## src/rtl/binary_frame_buffer.sv

```systemverilog
// binary_frame_buffer: packs a 28x28 binary pixel stream into row words held in a
// ping-pong frame store and hands complete frames to a consumer via ready/ack.
module binary_frame_buffer #(
    parameter int IMG_W = 28,
    parameter int IMG_H = 28,
    parameter int CNT_W = 8
) (
    input  logic             pixel_clk,
    input  logic             rst,
    input  logic             frame_start,
    input  logic             binary_pixel,
    input  logic             binary_valid,
    input  logic             frame_done,
    output logic             frame_ready,
    input  logic             frame_ack,
    input  logic             rd_en,
    input  logic [4:0]       rd_row,
    output logic [IMG_W-1:0] rd_data,
    output logic             rd_valid,
    output logic [CNT_W-1:0] frame_id,
    output logic             frame_err,
    output logic [CNT_W-1:0] drop_cnt
);
    localparam int CW = $clog2(IMG_W);
    localparam int RW = $clog2(IMG_H + 1);

    typedef enum logic {CAPTURE, HOLD_ERR} state_t;

    state_t            state_q, state_d;
    logic [CW-1:0]     col_q, col_d, col_b;
    logic [RW-1:0]     row_q, row_d, row_b;
    logic [IMG_W-1:0]  word_q, word_d;
    logic              wr_bank_q, rd_bank_q, ready_q, err_q, rvalid_q;
    logic [CNT_W-1:0]  id_q, drop_q;
    logic [IMG_W-1:0]  rdata_q;
    logic [IMG_W-1:0]  mem_q [2][IMG_H];
    logic              capturing, full, accept, overrun, last, done_cap;
    logic              complete, err_d, wr_en, restart;

    always_ff @(posedge pixel_clk) begin
        if (rst) state_q <= CAPTURE;
        else     state_q <= state_d;
    end

    always_comb begin
        state_d = overrun ? HOLD_ERR : (frame_start || frame_done) ? CAPTURE : state_q;
    end

    // frame_start rebases the counters so a pixel in the same cycle becomes pixel 0
    always_comb begin
        col_b     = frame_start ? '0 : col_q;
        row_b     = frame_start ? '0 : row_q;
        capturing = frame_start || state_q == CAPTURE;
        full      = row_b == RW'(IMG_H);
        accept    = binary_valid && capturing && !full;
        overrun   = binary_valid && capturing && full;
        last      = accept && row_b == RW'(IMG_H - 1) && col_b == CW'(IMG_W - 1);
        done_cap  = frame_done && !frame_start && state_q == CAPTURE && !overrun;
        complete  = done_cap && (full || last);
        err_d     = overrun || (done_cap && !complete);
        wr_en     = accept && col_b == CW'(IMG_W - 1);
        restart   = overrun || (!frame_start && (frame_done || state_q == HOLD_ERR));
        col_d     = restart ? '0 : accept ? (wr_en ? '0 : col_b + CW'(1)) : col_b;
        row_d     = restart ? '0 : wr_en ? row_b + RW'(1) : row_b;
        word_d    = accept ? {word_q[IMG_W-2:0], binary_pixel} : word_q;
    end

    always_ff @(posedge pixel_clk) begin
        if (wr_en) mem_q[wr_bank_q][row_b] <= word_d;
    end

    always_ff @(posedge pixel_clk) begin
        if (rst) begin
            col_q     <= '0;
            row_q     <= '0;
            word_q    <= '0;
            wr_bank_q <= 1'b0;
            rd_bank_q <= 1'b0;
            ready_q   <= 1'b0;
            id_q      <= '0;
            drop_q    <= '0;
            err_q     <= 1'b0;
            rvalid_q  <= 1'b0;
            rdata_q   <= '0;
        end else begin
            col_q    <= col_d;
            row_q    <= row_d;
            word_q   <= word_d;
            err_q    <= err_d;
            rvalid_q <= rd_en;
            if (complete && (!ready_q || frame_ack)) begin
                rd_bank_q <= wr_bank_q;
                wr_bank_q <= ~wr_bank_q;
                ready_q   <= 1'b1;
                id_q      <= id_q + CNT_W'(1);
            end else if (complete) begin
                drop_q <= &drop_q ? drop_q : drop_q + CNT_W'(1);
            end else if (frame_ack) begin
                ready_q <= 1'b0;
            end
            if (rd_en)
                rdata_q <= (ready_q && rd_row < 5'(IMG_H)) ? mem_q[rd_bank_q][rd_row] : '0;
        end
    end

    assign frame_ready = ready_q;
    assign rd_data     = rdata_q;
    assign rd_valid    = rvalid_q;
    assign frame_id    = id_q;
    assign frame_err   = err_q;
    assign drop_cnt    = drop_q;
endmodule

```

## config.mk

```make
export PLATFORM = sky130hd
export DESIGN_NAME = binary_frame_buffer
export DESIGN_NICKNAME = d
export VERILOG_FILES = /design/src/rtl/binary_frame_buffer.sv
export SDC_FILE = /design/constraint.sdc
export NUM_CORES = 1
export LEC_CHECK = 0
export BUFFER_PORTS_ARGS = -buffer_cell sky130_fd_sc_hd__buf_4
export CAP_MARGIN = 20
export CORE_UTILIZATION = 53
export DETAILED_ROUTE_END_ITERATION = 6
export PLACE_DENSITY = 0.75
export SYNTH_ARGS = -nofsm -noshare
export SYNTH_HDL_FRONTEND = slang
export SYNTH_SLANG_ARGS = --single-unit
```

## constraint.sdc

```tcl
create_clock -name pixel_clk -period 6.04 [get_ports pixel_clk]
set_clock_uncertainty 0.2 [all_clocks]
set_input_delay 1.208 -clock pixel_clk [delete_from_list [all_inputs] [get_ports pixel_clk]]
set_output_delay 1.208 -clock pixel_clk [all_outputs]
set_load 0.05 [all_outputs]
```

==> impl_metrics.tcl <==
set metrics [dict create \
    status "finished with violations" \
    failed_checks "design-rule violations" \
    fin_cells 5041 \
    placed_cells 4743 \
    clock.fmax_mhz 251 \
    synth.net_count 3182 \
    grt_usage_pct 26.1 \
    cp-end-kind "flop" \
    hold_violations 0 \
    die_x_um 348 \
    grt_pass1_vias 31843 \
    wl_met3_um 18400 \
    max_stage_delay_ns 0.87 \
    synth-seq-cells 1657 \
    nFillCells 8170 \
    clockBufferDepth 3 \
    layout-drive-gt1-share_pct 22.8 \
    async_flop_share_pct 0 \
    synth_most_common_cell "edfxtp_1" \
    htree_levels 4 \
    core_area_sq_um 119000 \
    ys_types 66 \
    die_h_um 348 \
    fin_total_pwr_w 0.0224 \
    route.detailed.drc 4 \
    wl_met1_um 59400 \
    initial_core_util_pct 53.6 \
    post-route-min-period_ns 3.99 \
    p_per_area_nw_per_um2 313 \
    rr_worst_depth 5 \
    cts_resized 0 \
    area_growth_pct 12.6 \
    cts_buffers 160 \
    min_path_type "reg2reg" \
    cts_setup_buffers 0 \
    vias 32505 \
    drt-total-wl_um 157000 \
    ys.flop_type "edfxtp_1" \
    critPathKind "in2reg" \
    die_area_sq_um 121000 \
    grt_max_degree 102 \
    ctsHoldBuffers 0 \
    cap_violations 0 \
    via_per_inst 6.45 \
    yosysSeqAreaShare_pct 76.8 \
    cts_tree "yes" \
    avgSynthCellArea_sq_um 20.1 \
    grt-ovfl-total 0 \
    cts-root-buf "clkbuf_16" \
    synth_warnings 0 \
    grt_pass1_wl_um 225000 \
    dpl_cell_area_sq_um 66600 \
    ant_nets 0 \
    synthTopCellsByCount "edfxtp_1, mux4_2, mux2i_1, a22oi_1, nand2_1" \
    drtIter0Drc 4769 \
    crit_path_max_fanout 28 \
    rsz0062_at_grt "false" \
    path_cells "buf_4, nor2b_1, ha_1, nand4b_4, or3_1, or3_1, nor2_4" \
    dpl.hpwl_um 91200 \
    crit_slowest_cell "nor2_4" \
    synth_top_cell_area_share_pct 74.0 \
    tns_ns 0 \
    r2r_slack_ns 2.36 \
    numPortBuffers 59 \
    finalCritPeriodShare_pct 66.0 \
    path_clk_slew_ns 0.06 \
    grt_antenna_before_repair 5 \
    synth_area_sq_um 63600 \
    first_pass_iters 7 \
    yosys.area.top_type "edfxtp_1" \
    synth_edf_count 1568 \
    io_pins 60 \
    vdd_ir_drop_max_mv 0.282 \
    max_slew_margin_pct 27.0 \
    min_from "rd_bank_q" \
    worst_setup_path_start_kind "primary input" \
    r2r_end "rd_data[13]" \
    wl_met2_um 72800 \
    synth.area.top_cells "edfxtp_1, mux4_2, mux2i_1, dfxtp_1, a22oi_1" \
    worstSkewPairLatency_ns 0.75 \
    routedWlPerCell_um 31.1 \
    p_leak_nw 21.6 \
    finalWeightedCongestion 0.931 \
    cts_sinks 1657 \
    final_nets 3322 \
    rows 126 \
    worst_slew_pin_slew_ns 1.09 \
    arrival_ns 4.16 \
    hold_depth 2 \
    drv_slew 0 \
    crit_top_cell "or3_1" \
    cp.required_ns 6.21 \
    setup_viol 0 \
    synthCells 3166 \
    top_layer_used "met5" \
    fin_area_sq_um 71600 \
]
[power by group]
part / switching (W) / leakage (nW) / internal [W] / total (W)
Sequential: 0.000000660 / 15.0 / 0.0124 / 0.0124
Combinational: 0.000297 / 4.18 / 0.000100 / 0.000398
Clock: 0.00416 / 2.44 / 0.00544 / 0.00960
[layout make-up]
class / instances / area, sq um / share of cell area, %
tap: 1600 / 2000 / 2.80
inverter: 6 / 22.5 / 0.0314
antenna: 4 / 10.0 / 0.0140
sequential: 1657 / 48900 / 68.2
multi-input combinational: 1319 / 14300 / 20.0
timing repair buffer: 162 / 1370 / 1.91
clock inverter: 73 / 592 / 0.826
clock buffer: 220 / 4430 / 6.18
[cells in the final DEF, fill, tap and decap left out, types with 11 or more instances in the layout]
cell type / Yosys / routed
a32o_1: 25 / 25
nand2_2: 0 / 27
and2_1: 31 / 30
clkinv_2: 0 / 13
mux2_2: 20 / 20
buf_12: 0 / 11
o21ai_0: 19 / 18
nand2_1: 124 / 96
clkinv_1: 0 / 38
a41oi_1: 15 / 15
nor2_4: 0 / 53
nand4_1: 18 / 18
a22oi_1: 157 / 157
a221oi_1: 20 / 20
edfxtp_1: 1568 / 1568
buf_4: 24 / 149
a21oi_1: 58 / 58
clkbuf_1: 87 / 47
nor2_1: 82 / 22
o21ai_1: 14 / 15
mux2i_1: 245 / 245
nor2b_1: 15 / 11
clkbuf_16: 0 / 166
nand3_1: 80 / 80
dfxtp_1: 89 / 88
mux4_2: 286 / 286
[per-stage QoR]
step                      utilization (%)  setup WS (ns)  hold WS (ns)
after CTS                            60.4           2.09         0.282
after detailed placement             56.2           1.29         0.265
after floorplan                         -           1.31         0.249
final                                60.4           2.05         0.286
after global routing                 60.4           1.96         0.298
after global placement               56.2           1.34         0.245
[worst max path at each step]
| stage | from | slack (ns) | end | depth (start not counted) |
|---|---|---|---|---|
| floorplan | frame_start | 1.31 | mem_q[0][56] | 9 |
| global placement | frame_start | 1.34 | mem_q[0][291] | 7 |
| detailed placement | frame_start | 1.29 | mem_q[1][291] | 7 |
| CTS | frame_start | 2.09 | mem_q[1][296] | 7 |
| global route | frame_start | 1.96 | mem_q[1][296] | 7 |
| finish | frame_start | 2.05 | mem_q[1][287] | 7 |
[kinds of logic (layout without fill, tap and decap cells)]
kind of cell,Yosys count,in the layout,synth area share [%]
AO/OA/AOI/OAI,352,352,4.05
XOR/XNOR,8,8,0.110
adder cells (fa/ha/maj),3,3,0.0590
buffers and inverters,190,461,1.45
flip-flops,1657,1657,76.8
multiplexers,551,551,14.3
other,0,4,0
AND/OR/NAND/NOR,405,405,3.15
[state kept, by name (all words and copies together) (netlist names), named ones only]
signal       count
wr_bank_q        1
word_q          28
state_q          1
rd_bank_q        1
frame_err        1
rd_valid         1
frame_ready      1
frame_id         8
row_q            5
col_q            5
drop_cnt         8
mem_q         1568
rd_data         28
[routing by layer]
| metal | track usage [%] | vias to the layer above |
|---|---|---|
| met5 | 0 | - |
| met4 | 9.61 | 4 |
| met3 | 6.36 | 281 |
| met2 | 39.5 | 1979 |
| met1 | 37.0 | 16840 |
| li1 | - | 13401 |
[worst max-delay path, delay by kind of cell]
family | cells | cell delay [ns]
adders and majority gates | 1 | 0.29
buffers and inverters | 1 | 0.19
and+or+nand+nor | 5 | 2.42
(Power assumes the default switching activity.)
